<file path="src/rtl/xdma_pkg.sv">
// Shared XDMA types and constants for the write-side burst reshaper.
package xdma_pkg;

    localparam int DataWidth     = 512;
    localparam int AddrWidth     = 64;
    localparam int LenWidth      = 32;
    localparam int IdxWidth      = 5;
    localparam int MaxBurstBeats = 256;
    localparam int BytesPerBeat  = DataWidth / 8;
    localparam int PageBytes     = 4096;
    localparam int BeatOffW      = $clog2(BytesPerBeat);
    localparam int PageOffW      = $clog2(PageBytes);
    localparam int BeatsW        = 9;

    typedef logic [AddrWidth-1:0] addr_t;
    typedef logic [DataWidth-1:0] data_t;
    typedef logic [LenWidth-1:0]  len_t;
    typedef logic [IdxWidth-1:0]  xdma_req_idx_t;

    typedef struct packed {
        logic [7:0] dma_id;
        logic       dma_type;
        addr_t      remote_addr;
        len_t       dma_length;
        logic       ready_to_transfer;
    } xdma_req_desc_t;

    typedef struct packed {
        logic [7:0]    dma_id;
        logic          dma_type;
        xdma_req_idx_t idx;
        addr_t         addr;
        logic [7:0]    len;
    } xdma_req_aw_desc_t;

    typedef struct packed {
        logic [7:0]        dma_id;
        xdma_req_idx_t     idx;
        logic [BeatsW-1:0] num_beats;
        logic              is_first;
        logic              is_last;
    } xdma_req_w_desc_t;

    typedef enum logic [1:0] {
        ST_IDLE      = 2'd0,
        ST_SPLIT     = 2'd1,
        ST_WAIT_DONE = 2'd2
    } splitter_state_e;

endpackage

</file>
<file path="src/rtl/xdma_burst_len_calc.sv">
// Combinational burst sizing: min(remaining beats, beats left in the 4 KiB page, AXI cap).
module xdma_burst_len_calc
    import xdma_pkg::*;
(
    input  logic [PageOffW-BeatOffW-1:0] beat_in_page_i,
    input  len_t                         remaining_i,
    output logic [BeatsW-1:0]            beats_o
);

    localparam int PageBeats = PageBytes / BytesPerBeat;

    logic [BeatsW-1:0] to_page;
    logic [BeatsW-1:0] capped;

    always_comb begin
        to_page = BeatsW'(PageBeats) - BeatsW'(beat_in_page_i);
        capped  = (to_page < BeatsW'(MaxBurstBeats)) ? to_page : BeatsW'(MaxBurstBeats);
        beats_o = (remaining_i < len_t'(capped)) ? BeatsW'(remaining_i) : capped;
    end

endmodule

</file>
<file path="src/rtl/xdma_write_burst_splitter.sv">
// Splits one write request into AXI-legal AW/W descriptor pairs, then waits for done.
// Optional checks: define XDMA_RESHAPER_ASSERTIONS_EN.
module xdma_write_burst_splitter
    import xdma_pkg::*;
(
    input  logic              clk_i,
    input  logic              rst_i,
    input  logic              write_req_done_i,
    input  xdma_req_desc_t    write_req_desc_i,
    input  xdma_req_idx_t     write_req_idx_i,
    input  logic              write_req_desc_valid_i,
    output xdma_req_aw_desc_t write_req_aw_desc_o,
    output xdma_req_w_desc_t  write_req_w_desc_o,
    output logic              write_req_desc_valid_o,
    input  logic              write_req_desc_ready_i
);

    splitter_state_e   state_q;
    logic              valid_in_q;
    logic              valid_q;
    addr_t             addr_q;
    len_t              rem_q;
    logic [7:0]        dma_id_q;
    logic              dma_type_q;
    xdma_req_idx_t     idx_q;
    xdma_req_aw_desc_t aw_q;
    xdma_req_w_desc_t  w_q;

    logic              accept;
    logic              handshake;
    addr_t             calc_addr;
    len_t              calc_rem;
    logic [BeatsW-1:0] beats;
    xdma_req_aw_desc_t aw_d;
    xdma_req_w_desc_t  w_d;
    addr_t             addr_d;
    len_t              rem_d;

    logic unused_desc_bits;
    assign unused_desc_bits = ^{write_req_desc_i.ready_to_transfer,
                                write_req_desc_i.remote_addr[BeatOffW-1:0]};

    // addr_q/rem_q always hold the start of the burst after the one being presented,
    // so the next pair can be registered on the same edge as the handshake.
    always_comb begin
        accept    = (state_q == ST_IDLE) && write_req_desc_valid_i && !valid_in_q;
        handshake = valid_q && write_req_desc_ready_i;
        if (state_q == ST_IDLE) begin
            calc_addr = {write_req_desc_i.remote_addr[AddrWidth-1:BeatOffW], {BeatOffW{1'b0}}};
            calc_rem  = write_req_desc_i.dma_length;
        end else begin
            calc_addr = addr_q;
            calc_rem  = rem_q;
        end
    end

    xdma_burst_len_calc u_len_calc (
        .beat_in_page_i (calc_addr[PageOffW-1:BeatOffW]),
        .remaining_i    (calc_rem),
        .beats_o        (beats)
    );

    always_comb begin
        aw_d          = '0;
        w_d           = '0;
        aw_d.dma_id   = (state_q == ST_IDLE) ? write_req_desc_i.dma_id   : dma_id_q;
        aw_d.dma_type = (state_q == ST_IDLE) ? write_req_desc_i.dma_type : dma_type_q;
        aw_d.idx      = (state_q == ST_IDLE) ? write_req_idx_i           : idx_q;
        aw_d.addr     = calc_addr;
        aw_d.len      = 8'(beats - BeatsW'(1));
        w_d.dma_id    = aw_d.dma_id;
        w_d.idx       = aw_d.idx;
        w_d.num_beats = beats;
        w_d.is_first  = (state_q == ST_IDLE);
        w_d.is_last   = (len_t'(beats) == calc_rem);
        addr_d        = calc_addr + (addr_t'(beats) << BeatOffW);
        rem_d         = calc_rem - len_t'(beats);
    end

    always_ff @(posedge clk_i) begin
        if (rst_i) begin
            state_q    <= ST_IDLE;
            valid_in_q <= 1'b0;
            valid_q    <= 1'b0;
            addr_q     <= '0;
            rem_q      <= '0;
            dma_id_q   <= '0;
            dma_type_q <= 1'b0;
            idx_q      <= '0;
            aw_q       <= '0;
            w_q        <= '0;
        end else begin
            valid_in_q <= write_req_desc_valid_i;
            case (state_q)
                ST_IDLE: begin
                    if (accept) begin
                        dma_id_q   <= write_req_desc_i.dma_id;
                        dma_type_q <= write_req_desc_i.dma_type;
                        idx_q      <= write_req_idx_i;
                        if (write_req_desc_i.dma_length != '0) begin
                            aw_q    <= aw_d;
                            w_q     <= w_d;
                            valid_q <= 1'b1;
                            addr_q  <= addr_d;
                            rem_q   <= rem_d;
                            state_q <= ST_SPLIT;
                        end
                    end
                end
                ST_SPLIT: begin
                    if (handshake) begin
                        if (w_q.is_last) begin
                            valid_q <= 1'b0;
                            state_q <= ST_WAIT_DONE;
                        end else begin
                            aw_q   <= aw_d;
                            w_q    <= w_d;
                            addr_q <= addr_d;
                            rem_q  <= rem_d;
                        end
                    end
                end
                ST_WAIT_DONE: begin
                    if (write_req_done_i) begin
                        state_q <= ST_IDLE;
                    end
                end
                default: state_q <= ST_IDLE;
            endcase
        end
    end

    assign write_req_aw_desc_o    = aw_q;
    assign write_req_w_desc_o     = w_q;
    assign write_req_desc_valid_o = valid_q;

`ifdef XDMA_RESHAPER_ASSERTIONS_EN
    len_t beat_sum_q;
    len_t total_len_q;

    a_stable: assert property (@(posedge clk_i) disable iff (rst_i)
        (valid_q && !write_req_desc_ready_i) |=> (valid_q && $stable(aw_q) && $stable(w_q)));

    a_len_match: assert property (@(posedge clk_i) disable iff (rst_i)
        valid_q |-> ({1'b0, aw_q.len} + BeatsW'(1) == w_q.num_beats));

    a_no_4k_cross: assert property (@(posedge clk_i) disable iff (rst_i)
        valid_q |-> (int'(aw_q.addr[PageOffW-1:0]) + int'(w_q.num_beats) * BytesPerBeat <= PageBytes));

    always_ff @(posedge clk_i) begin
        if (rst_i) begin
            beat_sum_q  <= '0;
            total_len_q <= '0;
        end else begin
            if (accept) begin
                beat_sum_q  <= '0;
                total_len_q <= write_req_desc_i.dma_length;
            end else if (handshake) begin
                beat_sum_q <= beat_sum_q + len_t'(w_q.num_beats);
                if (w_q.is_last) begin
                    a_beat_sum: assert (beat_sum_q + len_t'(w_q.num_beats) == total_len_q)
                        else $error("beat sum %0d differs from length %0d",
                                    beat_sum_q + len_t'(w_q.num_beats), total_len_q);
                end
            end
            if (write_req_done_i && state_q != ST_WAIT_DONE) begin
                $warning("done pulse outside WAIT_DONE ignored");
            end
        end
    end
`endif

endmodule

</file>
<file path="config.mk">
export PLATFORM = sky130hd
export DESIGN_NAME = xdma_write_burst_splitter
export DESIGN_NICKNAME = d
export VERILOG_FILES = /design/src/rtl/xdma_pkg.sv /design/src/rtl/xdma_burst_len_calc.sv /design/src/rtl/xdma_write_burst_splitter.sv
export SDC_FILE = /design/constraint.sdc
export NUM_CORES = 1
export LEC_CHECK = 0
export ABC_AREA = 1
export ABC_CLOCK_PERIOD_IN_PS = 5260
export CAP_MARGIN = 5
export CORE_MARGIN = 2
export CORE_UTILIZATION = 50
export CTS_BUF_LIST = sky130_fd_sc_hd__clkbuf_4
export CTS_CLUSTER_SIZE = 20
export DETAILED_ROUTE_END_ITERATION = 16
export DONT_BUFFER_PORTS = 1
export PLACE_DENSITY_LB_ADDON = 0.08
export SYNTH_ARGS = -nofsm -noshare
export SYNTH_HDL_FRONTEND = slang
export SYNTH_SLANG_ARGS = --single-unit
</file>
<file path="constraint.sdc">
create_clock -name clk_i -period 5.26 [get_ports clk_i]
set_clock_uncertainty 0.05 [all_clocks]
set_input_delay 0.526 -clock clk_i [delete_from_list [all_inputs] [get_ports clk_i]]
set_output_delay 0.526 -clock clk_i [all_outputs]
set_load 0.02 [all_outputs]
</file>
; Yosys cells after proc, flatten, opt, wreduce, memory -nomap -nowiden
; Cells that the tools add are included.
[op_classes]
magnitude_cmp = 2
n_reduce_logical = 12
eq_ne = 9
addsub = 4
n_mux = 38
[op_table]
columns = cell, n
row1 = $mux 86, 4
row2 = $mux 64, 5
row3 = $pmux 86 s2, 1
row4 = $mux 32, 5
row5 = $pmux 64 s2, 1
row6 = $mux 24, 4
row7 = $add 64x15->64, 1
row8 = $pmux 32 s2, 1
row9 = $pmux 24 s2, 1
row10 = $eq 9x32->1, 1
row11 = $lt 32x9->1, 1
row12 = $reduce_bool 32->1, 1
row13 = $sub 32x9->32, 1
row14 = $mux 9, 2
row15 = $reduce_and 5->1, 3
row16 = $mux 2, 5
row17 = $ne 2x2->1 const B, 5
row18 = $lt 9x9->1 const B, 1
row19 = $mux 8, 1
row20 = $sub 7x6->8 const A, 1
row21 = $sub 8x1->8 const B, 1
row22 = $pmux 2 s3, 1
row23 = $mux 1, 5
row24 = $mux 5, 1
row25 = 10 further kinds, 12
[word_totals]
word_cells = 83
regBits = 224
in_bits = 116

; Depth between registers and ports, before layout
; Gate-level depths: netlist (run 1).
[depth]
ltp_word = 11
depth_mapped = 39
depth_no_buf = 36

; Cells and area by module
; A second synthesis (run 1) with hierarchy kept.
[unflattened]
cells_unflattened = 2067
hier_area_um2 = 13013.7
[by_module_without_submodules]
columns = mod, area_each_um2, cells_each, instances, seq_area_each_um2
row1 = xdma_write_burst_splitter, 12532.0, 1973, 1, 4244.1
row2 = xdma_burst_len_calc, 481.7, 94, 1, 0.0

; Worst setup path before layout (run 1)
; No wires, ideal clock.
[synth_path]
path_kind = flip-flop to flip-flop
from = reg state_q[1]
to = reg addr_q[40]
setup_slack_ps = 514
arrival_time_ps = 4586
path_stages_with_launch = 36
required_time_ps = 5100
setup_ps = 110
cell_sequence = dfxtp_1 > nor2_4 > buf_6 > buf_12 > nand2_1 > o21ai_2 > inv_2 > ha_1 > nand3_1 > xor2_1 > inv_1 > ha_1 > nand2_1 > nor3_1 > nand2_2 > nand2_2 > buf_6 > nand2_1 > nand2_2 > inv_2 > ha_1 > fa_1 > nand3_1 > nand2_1 > a21oi_1 > o21ai_2 > nand2_1 > inv_2 > nand2_1 > nor2_4 > inv_2 > nor2_2 > nand3_1 > nand3_1 > nand2_1 > inv_1
[synth_rtl]
columns = item, line_no
row1 = start: declaration, xdma_write_burst_splitter.sv:18  ; splitter_state_e state_q;
row2 = start signal: assignment, xdma_write_burst_splitter.sv:82  ; state_q <= ST_IDLE;
row3 = start signal: assignment, xdma_write_burst_splitter.sv:106  ; state_q <= ST_SPLIT;
row4 = start signal: assignment, xdma_write_burst_splitter.sv:114  ; state_q <= ST_WAIT_DONE;
row5 = end signal: assignment, xdma_write_burst_splitter.sv:104  ; addr_q <= addr_d;
row6 = end signal: assignment, xdma_write_burst_splitter.sv:118  ; addr_q <= addr_d;
row7 = end: declaration, xdma_write_burst_splitter.sv:21  ; addr_t addr_q;

==> results of run 1 <==
## cell usage in the layout, fill, tap and decap left out, types with 4 or more instances in the layout
cell type | netlist | final
nand2_2 | 29 | 32
inv_2 | 19 | 20
ha_1 | 24 | 23
o21ai_1 | 27 | 27
nor4_1 | 9 | 9
nor3_2 | 6 | 7
buf_4 | 8 | 42
nor2_1 | 141 | 138
clkinv_1 | 1 | 16
nand2_1 | 476 | 472
xnor2_1 | 10 | 10
xor2_1 | 34 | 33
o21a_1 | 9 | 9
o21bai_1 | 4 | 4
nor2_2 | 29 | 31
nand3_1 | 88 | 87
o21ai_0 | 113 | 113
nand4_1 | 30 | 30
o211ai_1 | 10 | 10
a21oi_1 | 157 | 157
or2_2 | 15 | 15
nand2_4 | 5 | 6
nor3_1 | 24 | 23
clkbuf_4 | 0 | 76
conb_1 | 1 | 8
o221ai_1 | 4 | 4
o21ai_2 | 20 | 19
o211a_1 | 8 | 8
nor2_4 | 4 | 5
inv_1 | 217 | 215
nand3b_1 | 5 | 5
dlygate4sd3_1 | 0 | 17
a31oi_1 | 16 | 16
dfxtp_1 | 212 | 210
a211oi_1 | 14 | 14
## worst max-delay path: cells and delay by family (launching register included)
kind | cells | cell delay (ns)
compound gates | 3 | 0.49
flops | 1 | 0.38
simple gates | 19 | 2.21
fa+ha+maj | 2 | 0.59
buf+inv | 6 | 0.73
xor+xnor | 1 | 0.20
## cell type report
| cell class | instances | area, um^2 | area share |
|---|---|---|---|
| repair buffers | 64 | 584 | 0.0424 |
| inverters | 237 | 895 | 0.0649 |
| well taps | 324 | 405 | 0.0294 |
| flip-flops and latches | 212 | 4250 | 0.308 |
| diodes | 2 | 5.00 | 0.000363 |
| clock buffers | 76 | 571 | 0.0414 |
| clock inverters | 21 | 143 | 0.0103 |
| multi-input cells | 1342 | 6940 | 0.503 |
## flip-flops by register name (all words and copies together) (netlist names)
signal	flops
state_q	2
valid_in_q	1
dma_id_q	8
write_req_w_desc_o	24
dma_type_q	1
rem_q	32
write_req_desc_valid_o	1
addr_q	58
idx_q	5
write_req_aw_desc_o	80
## layer usage
| metal | up-vias | track usage | part of all wire | wire (um) |
|---|---|---|---|---|
| li1 | 6183 | - | - | - |
| met1 | 5489 | 0.364 | 0.45 | 16400 |
| met2 | 399 | 0.440 | 0.44 | 16100 |
| met3 | 61 | 0.0756 | 0.085 | 3090 |
| met4 | 4 | 0.0756 | 0.022 | 790 |
| met5 | - | 0 | 0.00049 | 18 |
## cell families after synthesis
kind of cell             Yosys count
AO/OA/AOI/OAI                    389
adder cells (fa/ha/maj)           26
XOR/XNOR                          44
multiplexers                       1
buffers and inverters            333
flip-flops                       212
AND/OR/NAND/NOR                  874
other                              1
## power by group through the flow
stage          Clock [mW]  Combinational, mW  Sequential, mW
2_1_floorplan           0              0.956            2.01
3_3_place_gp            0               1.20            2.03
3_5_place_dp            0               1.21            2.04
4_1_cts              1.52               1.25            2.00
5_1_grt              1.61               1.44            2.02
6_report             1.48               1.26            2.00
## timing repair
action                                 CTS  global route
gates resized for setup                  0            17
hold buffers                            18             0
setup endpoints to repair                0            35
endpoints found under the hold margin  130             0
buffers inserted                         0             5
## stage by stage
stage | setup TNS, ns | util | area [um^2]
2_1_floorplan | 0 | - | 12500
3_3_place_gp | 0 | 0.522 | 12800
3_5_place_dp | 0 | 0.522 | 12800
4_1_cts | 0 | 0.559 | 13700
5_1_grt | -0.0225 | 0.564 | 13800
6_report | 0 | 0.564 | 13800
## final timing paths
check / endpoint / slack, ns
setup / recovery: addr_q[59] / 0.45
setup reg to reg: addr_q[59] / 0.45
hold / removal: write_req_aw_desc_o[85] / 0.08
hold reg to reg: rem_q[3] / 0.40
==> qor.yml, run 1 <==
synth:
  netlist-cell-type-count: 55
  synth_top_family_by_area: "simple AND/OR/NAND/NOR gates"
  synthAdderAreaFrac: 0.0272
  synth-seq-area-share: 0.339
  syn-cell-area_um2: 12500
  synth-seq-cells: 212
  async_flop_share: 0
  synth.area.mux_share: 0.000800
  yosys.area_share.simple: 0.311
  netlist.area_leader.share: 0.339
  synth_compound_gate_area_share: 0.178
  synth-edff-count: 0
  ys.flop_type: "dfxtp_1"
  syn_area_per_cell_um2: 6.65
  synthTopCellsByArea: "dfxtp_1 (34%), nand2_1 (14%), inv_1 (6.5%)"
  synth_largest_area_cell: "dfxtp_1"
  synth_most_common_cell: "nand2_1"
  synth_warnings: 0
  synth_xor_xnor_area_share: 0.0308
  netlist_top_cells_count: "nand2_1 (476), inv_1 (217), dfxtp_1 (212), a21oi_1 (157), nor2_1 (141)"
  syn_inst: 1880
placement:
  place_ws_ns: 0.293
  io_buffers: 0
  place_hpwl_um: 25600
  gp_congestion: 0.902
  place_inst: 2156
sta:
  fmax_mhz: 208
  finalWorstSetupSlack_ns: 0.445
  hold_viol_final: 0
  setup_viol: 0
  post-route-period-util: 0.915
  whs_ns: 0.0843
  max_slew_margin: 0.449
  final_max_slew_viol_count: 0
  tightest_slew_ns: 0.826
  fin_crit_ns: 4.81
cts:
  cts_tree: "built"
  path_clk_slew_ns: 0.06
  h-tree-depth: 2
  cts_sinks: 212
  clock-root-buffer: "clkbuf_4"
  clock_latency_ns: 0.71
  numCtsBuffers: 57
  ctsLongestPathBuffers: 3
critical_path:
  arrival_ns: 5.34
  path_max_fanout: 8
  r2r_cells: 31
  critPathLaunchType: "register"
  cp_data_required_time_ns: 5.79
  cp-startpoint: "state_q[1]"
  slowest_delay_ns: 0.38
  worstReg2RegStart: "state_q[1]"
  cp_slowest_cell: "dfxtp_2"
  end_kind: "register"
  crit_type: "reg -> reg"
grt:
  grt_pass1_vias: 11600
  grt_pass1_wl_um: 59100
  track_usage: 0.274
  grt_max_degree: 152
  gr-total-overflow: 0
  antenna_found_initial: 4
power_and_ir_drop:
  leakage_nw: 6.21
  clock_power_share: 0.312
  seqPwrFrac: 0.422
  p_int_mw: 3.00
  swShare: 0.368
  combPwrFrac: 0.266
  pwr_density_cell_nw_per_um2: 344
  switchingPower_mw: 1.75
  vdd_drop_max_uv: 224
  finalPower_mw: 4.74
floorplan:
  core_area_um2: 24500
  die_y_um: 162
  io-pin-count: 227
  die_area_um2: 26300
  num_rows: 57
  initial_utilization: 0.511
  die_w_um: 162
finish:
  drive_above_1_share: 0.143
  instances_no_fill: 2278
  num-nets-final: 2056
  fill_cells: 2505
  area_delta_synth_final_pct: 10.2
worst_hold_path:
  hold_start: "write_req_desc_i[105]"
  min_path_cells: 4
  hp-class: "in -> reg"
run:
  cap_violations: 0
detailed_routing:
  first_iter_violations: 705
  wirelength_um: 36400
  drtAntennaViolNets: 0
  drt_pass1_iterations: 5
  drt-wirelength-per-cell_um: 16.0
  drcViolationCount: 0
  routed_via_density: 5.33
  vias: 12100
run_status:
  status: "finished, final reports clean"
Note: power is estimated with default switching activity, not from simulation.
==> run 2: changes to the inputs <==
- ABC_AREA: 1 -> default
- CAP_MARGIN: 5 -> 20
==> run 2 against run 1 <==
First-iteration DRC count is 29% higher. Maximum frequency is 7.4% lower. Highest routed layer unchanged. Largest cell class unchanged. Setup slack worse by 0.39 ns. Cell area is 13% higher. Non-clock buffer count is 153 higher. Register-to-register slack worse by 0.39 ns. Count of clock-buffer cells in the layout is 2 higher. Clock power is 3% higher. Total power is 20% higher. Routed wire length is 9.7% higher.
==> qor.yml, run 2 <==
grt:
  track_usage: 0.290
  grt_max_degree: 186
  grt_pass1_wl_um: 62600
  gr-total-overflow: 0
  antenna_found_initial: 3
  grt_pass1_vias: 12300
cts:
  cts_sinks: 212
  path_clk_slew_ns: 0.07
  clock_latency_ns: 0.70
  cts_tree: "built"
  ctsLongestPathBuffers: 3
  clock-root-buffer: "clkbuf_4"
  h-tree-depth: 2
  numCtsBuffers: 58
sta:
  final_max_slew_viol_count: 0
  tightest_slew_ns: 0.986
  post-route-period-util: 0.989
  max_slew_margin: 0.342
  rsz0062_at_grt: "yes"
  setup_viol: 0
  whs_ns: 0.0550
  hold_viol_final: 0
  finalWorstSetupSlack_ns: 0.0581
  fmax_mhz: 192
  fin_crit_ns: 5.20
power_and_ir_drop:
  finalPower_mw: 5.68
  leakage_nw: 6.06
  pwr_density_cell_nw_per_um2: 364
  vdd_drop_max_uv: 246
finish:
  final_cell_area_um2: 15600
  num-nets-final: 1934
  drive_above_1_share: 0.191
  instances_no_fill: 2165
  area_delta_synth_final_pct: 24.9
  multi_input_area_um2: 8150
  fill_cells: 2213
  largest_reg_flops: 80
  final_common_cell: "nand2_1"
  ff_latch_area_um2: 4250
  layout_common_cells: "nand2_1 (270), dfxtp_1 (210), buf_4 (143)"
synth:
  syn-cell-area_um2: 12500
  synth-edff-count: 0
  synth_warnings: 0
  synthTopCellsByArea: "dfxtp_1 (34%), nand2_1 (8.1%), mux2i_1 (5.6%)"
  synth_largest_area_cell: "dfxtp_1"
  syn_inst: 1630
  async_flop_share: 0
  synth-seq-area-share: 0.340
  synth-seq-cells: 212
  ys.flop_type: "dfxtp_1"
  netlist-cell-type-count: 80
  netlist_top_cells_count: "nand2_1 (271), dfxtp_1 (212), nor2_1 (140), a21oi_1 (125), clkbuf_1 (81)"
  synth_most_common_cell: "nand2_1"
  syn_area_per_cell_um2: 7.66
  netlist.area_leader.share: 0.340
worst_hold_path:
  holdPathEnd: "addr_q[23]"
  hp-class: "in -> reg"
  min_path_cells: 3
  hold_start: "write_req_desc_i[56]"
critical_path:
  path_max_fanout: 8
  cp_top_family: "compound AO/OA/AOI/OAI gates"
  arrival_ns: 5.75
  cp_cell_sequence: "nor2_4 -> buf_12 -> buf_6 -> mux2i_1 -> buf_4 -> nand3_2 -> xnor2_2 -> ha_1 -> a21o_1 -> a21o_1 -> a2111oi_4 -> buf_6 -> buf_12 -> mux2i_4 -> fa_2 -> a211oi_2 -> o21bai_1 -> a211o_1 -> a31oi_4 -> or4_4 -> nor4_4 -> mux2_4 -> a31o_1"
  critPathLaunchType: "register"
  slowest_delay_ns: 0.46
  end_kind: "register"
  cp_num_buf_inv: 5
  crit_type: "reg -> reg"
  cp_slowest_cell: "or4_4"
  r2r_cells: 23
  worstReg2RegStart: "state_q[0]"
  r2r-end: "addr_q[60]"
  rrSetupSlack_ns: 0.06
  cp_data_required_time_ns: 5.81
detailed_routing:
  wirelength_um: 39900
  drcViolationCount: 0
  first_iter_violations: 909
  vias: 13000
  drt-wirelength-per-cell_um: 18.4
  drt_pass1_iterations: 8
  routed_via_density: 6.02
  drtAntennaViolNets: 0
floorplan:
  io-pin-count: 227
  die_area_um2: 26300
  num_rows: 57
  die_y_um: 162
  die_w_um: 162
  core_area_um2: 24400
  initial_utilization: 0.512
run:
  cap_violations: 0
placement:
  place_hpwl_um: 25900
  place_ws_ns: -0.110
  placed_area_um2: 13600
  place_inst: 1973
  io_buffers: 0
  gp_congestion: 0.868
run_status:
  status: "finished, final reports clean"
==> run 2: layout make-up <==
cell class / instances / share of cell area
timing repair buffer: 217 / 0.124
inverter: 25 / 0.00625
sequential: 212 / 0.272
tap: 324 / 0.0260
clock buffer: 78 / 0.0375
multi-input combinational: 1278 / 0.522
clock inverter: 30 / 0.0116
antenna: 1 / 0.000160
==> run 2: worst max path at each step <==
stage	depth (start not counted)	startpoint	end
4_1_cts	21	state_q[1]	rem_q[29]
5_1_grt	23	state_q[0]	addr_q[60]
3_5_place_dp	21	state_q[0]	addr_q[60]
3_3_place_gp	21	state_q[0]	addr_q[60]
6_report	23	state_q[0]	addr_q[60]
2_1_floorplan	28	state_q[0]	addr_q[60]
==> run 2: stage by stage <==
step                      setup TNS [ns]   util
after floorplan                   -16.92      -
after global routing              -0.977  0.640
after detailed placement          -0.846  0.557
final                                  0  0.640
after global placement            -0.119  0.557
after CTS                              0  0.622
==> run 2: timing repair <==
action / CTS / global route
gates cloned: 0 / 2
resized for setup: 23 / 64
buffers inserted: 9 / 12
endpoints found under the hold margin: 199 / 0
pin swaps: 14 / 38
endpoints found under the setup margin: 24 / 71
hold buffers: 59 / 0
==> run 2: where the power goes <==
part | internal, mW | switching, mW | total [mW]
sequential | 1.82 | 0.311 | 2.13
clock | 0.798 | 0.734 | 1.53
combinational | 0.907 | 1.11 | 2.02
==> run 2: logic make-up after synthesis <==
group                    count (synthesis)  synth area share
adder cells (fa/ha/maj)                 26            0.0272
AND/OR/NAND/NOR                        662             0.250
multiplexers                            88            0.0725
other                                    1          0.000300
XOR/XNOR                                20            0.0140
AO/OA/AOI/OAI                          474             0.246
flip-flops                             212             0.340
buffers and inverters                  147            0.0495
==> run 2: layer usage <==
metal	vias up	track usage	share of wire
met5	-	0	0.00040
met4	2	0.101	0.028
met3	83	0.0822	0.093
met2	512	0.461	0.45
met1	6078	0.378	0.43
li1	6351	-	-
==> run 2: worst reg2reg max path: stages (launching register included) <==
cell       delay, ns
dfxtp_4         0.36
nor2_4          0.12
buf_12          0.14
buf_6           0.10
mux2i_1         0.18
buf_4           0.16
nand3_2         0.09
xnor2_2         0.15
ha_1            0.29
a21o_1          0.19
a21o_1          0.20
a2111oi_4       0.34
buf_6           0.21
buf_12          0.11
mux2i_4         0.31
fa_2            0.28
a211oi_2        0.07
o21bai_1        0.20
a211o_1         0.22
a31oi_4         0.13
or4_4           0.46
nor4_4          0.22
mux2_4          0.33
a31o_1          0.18
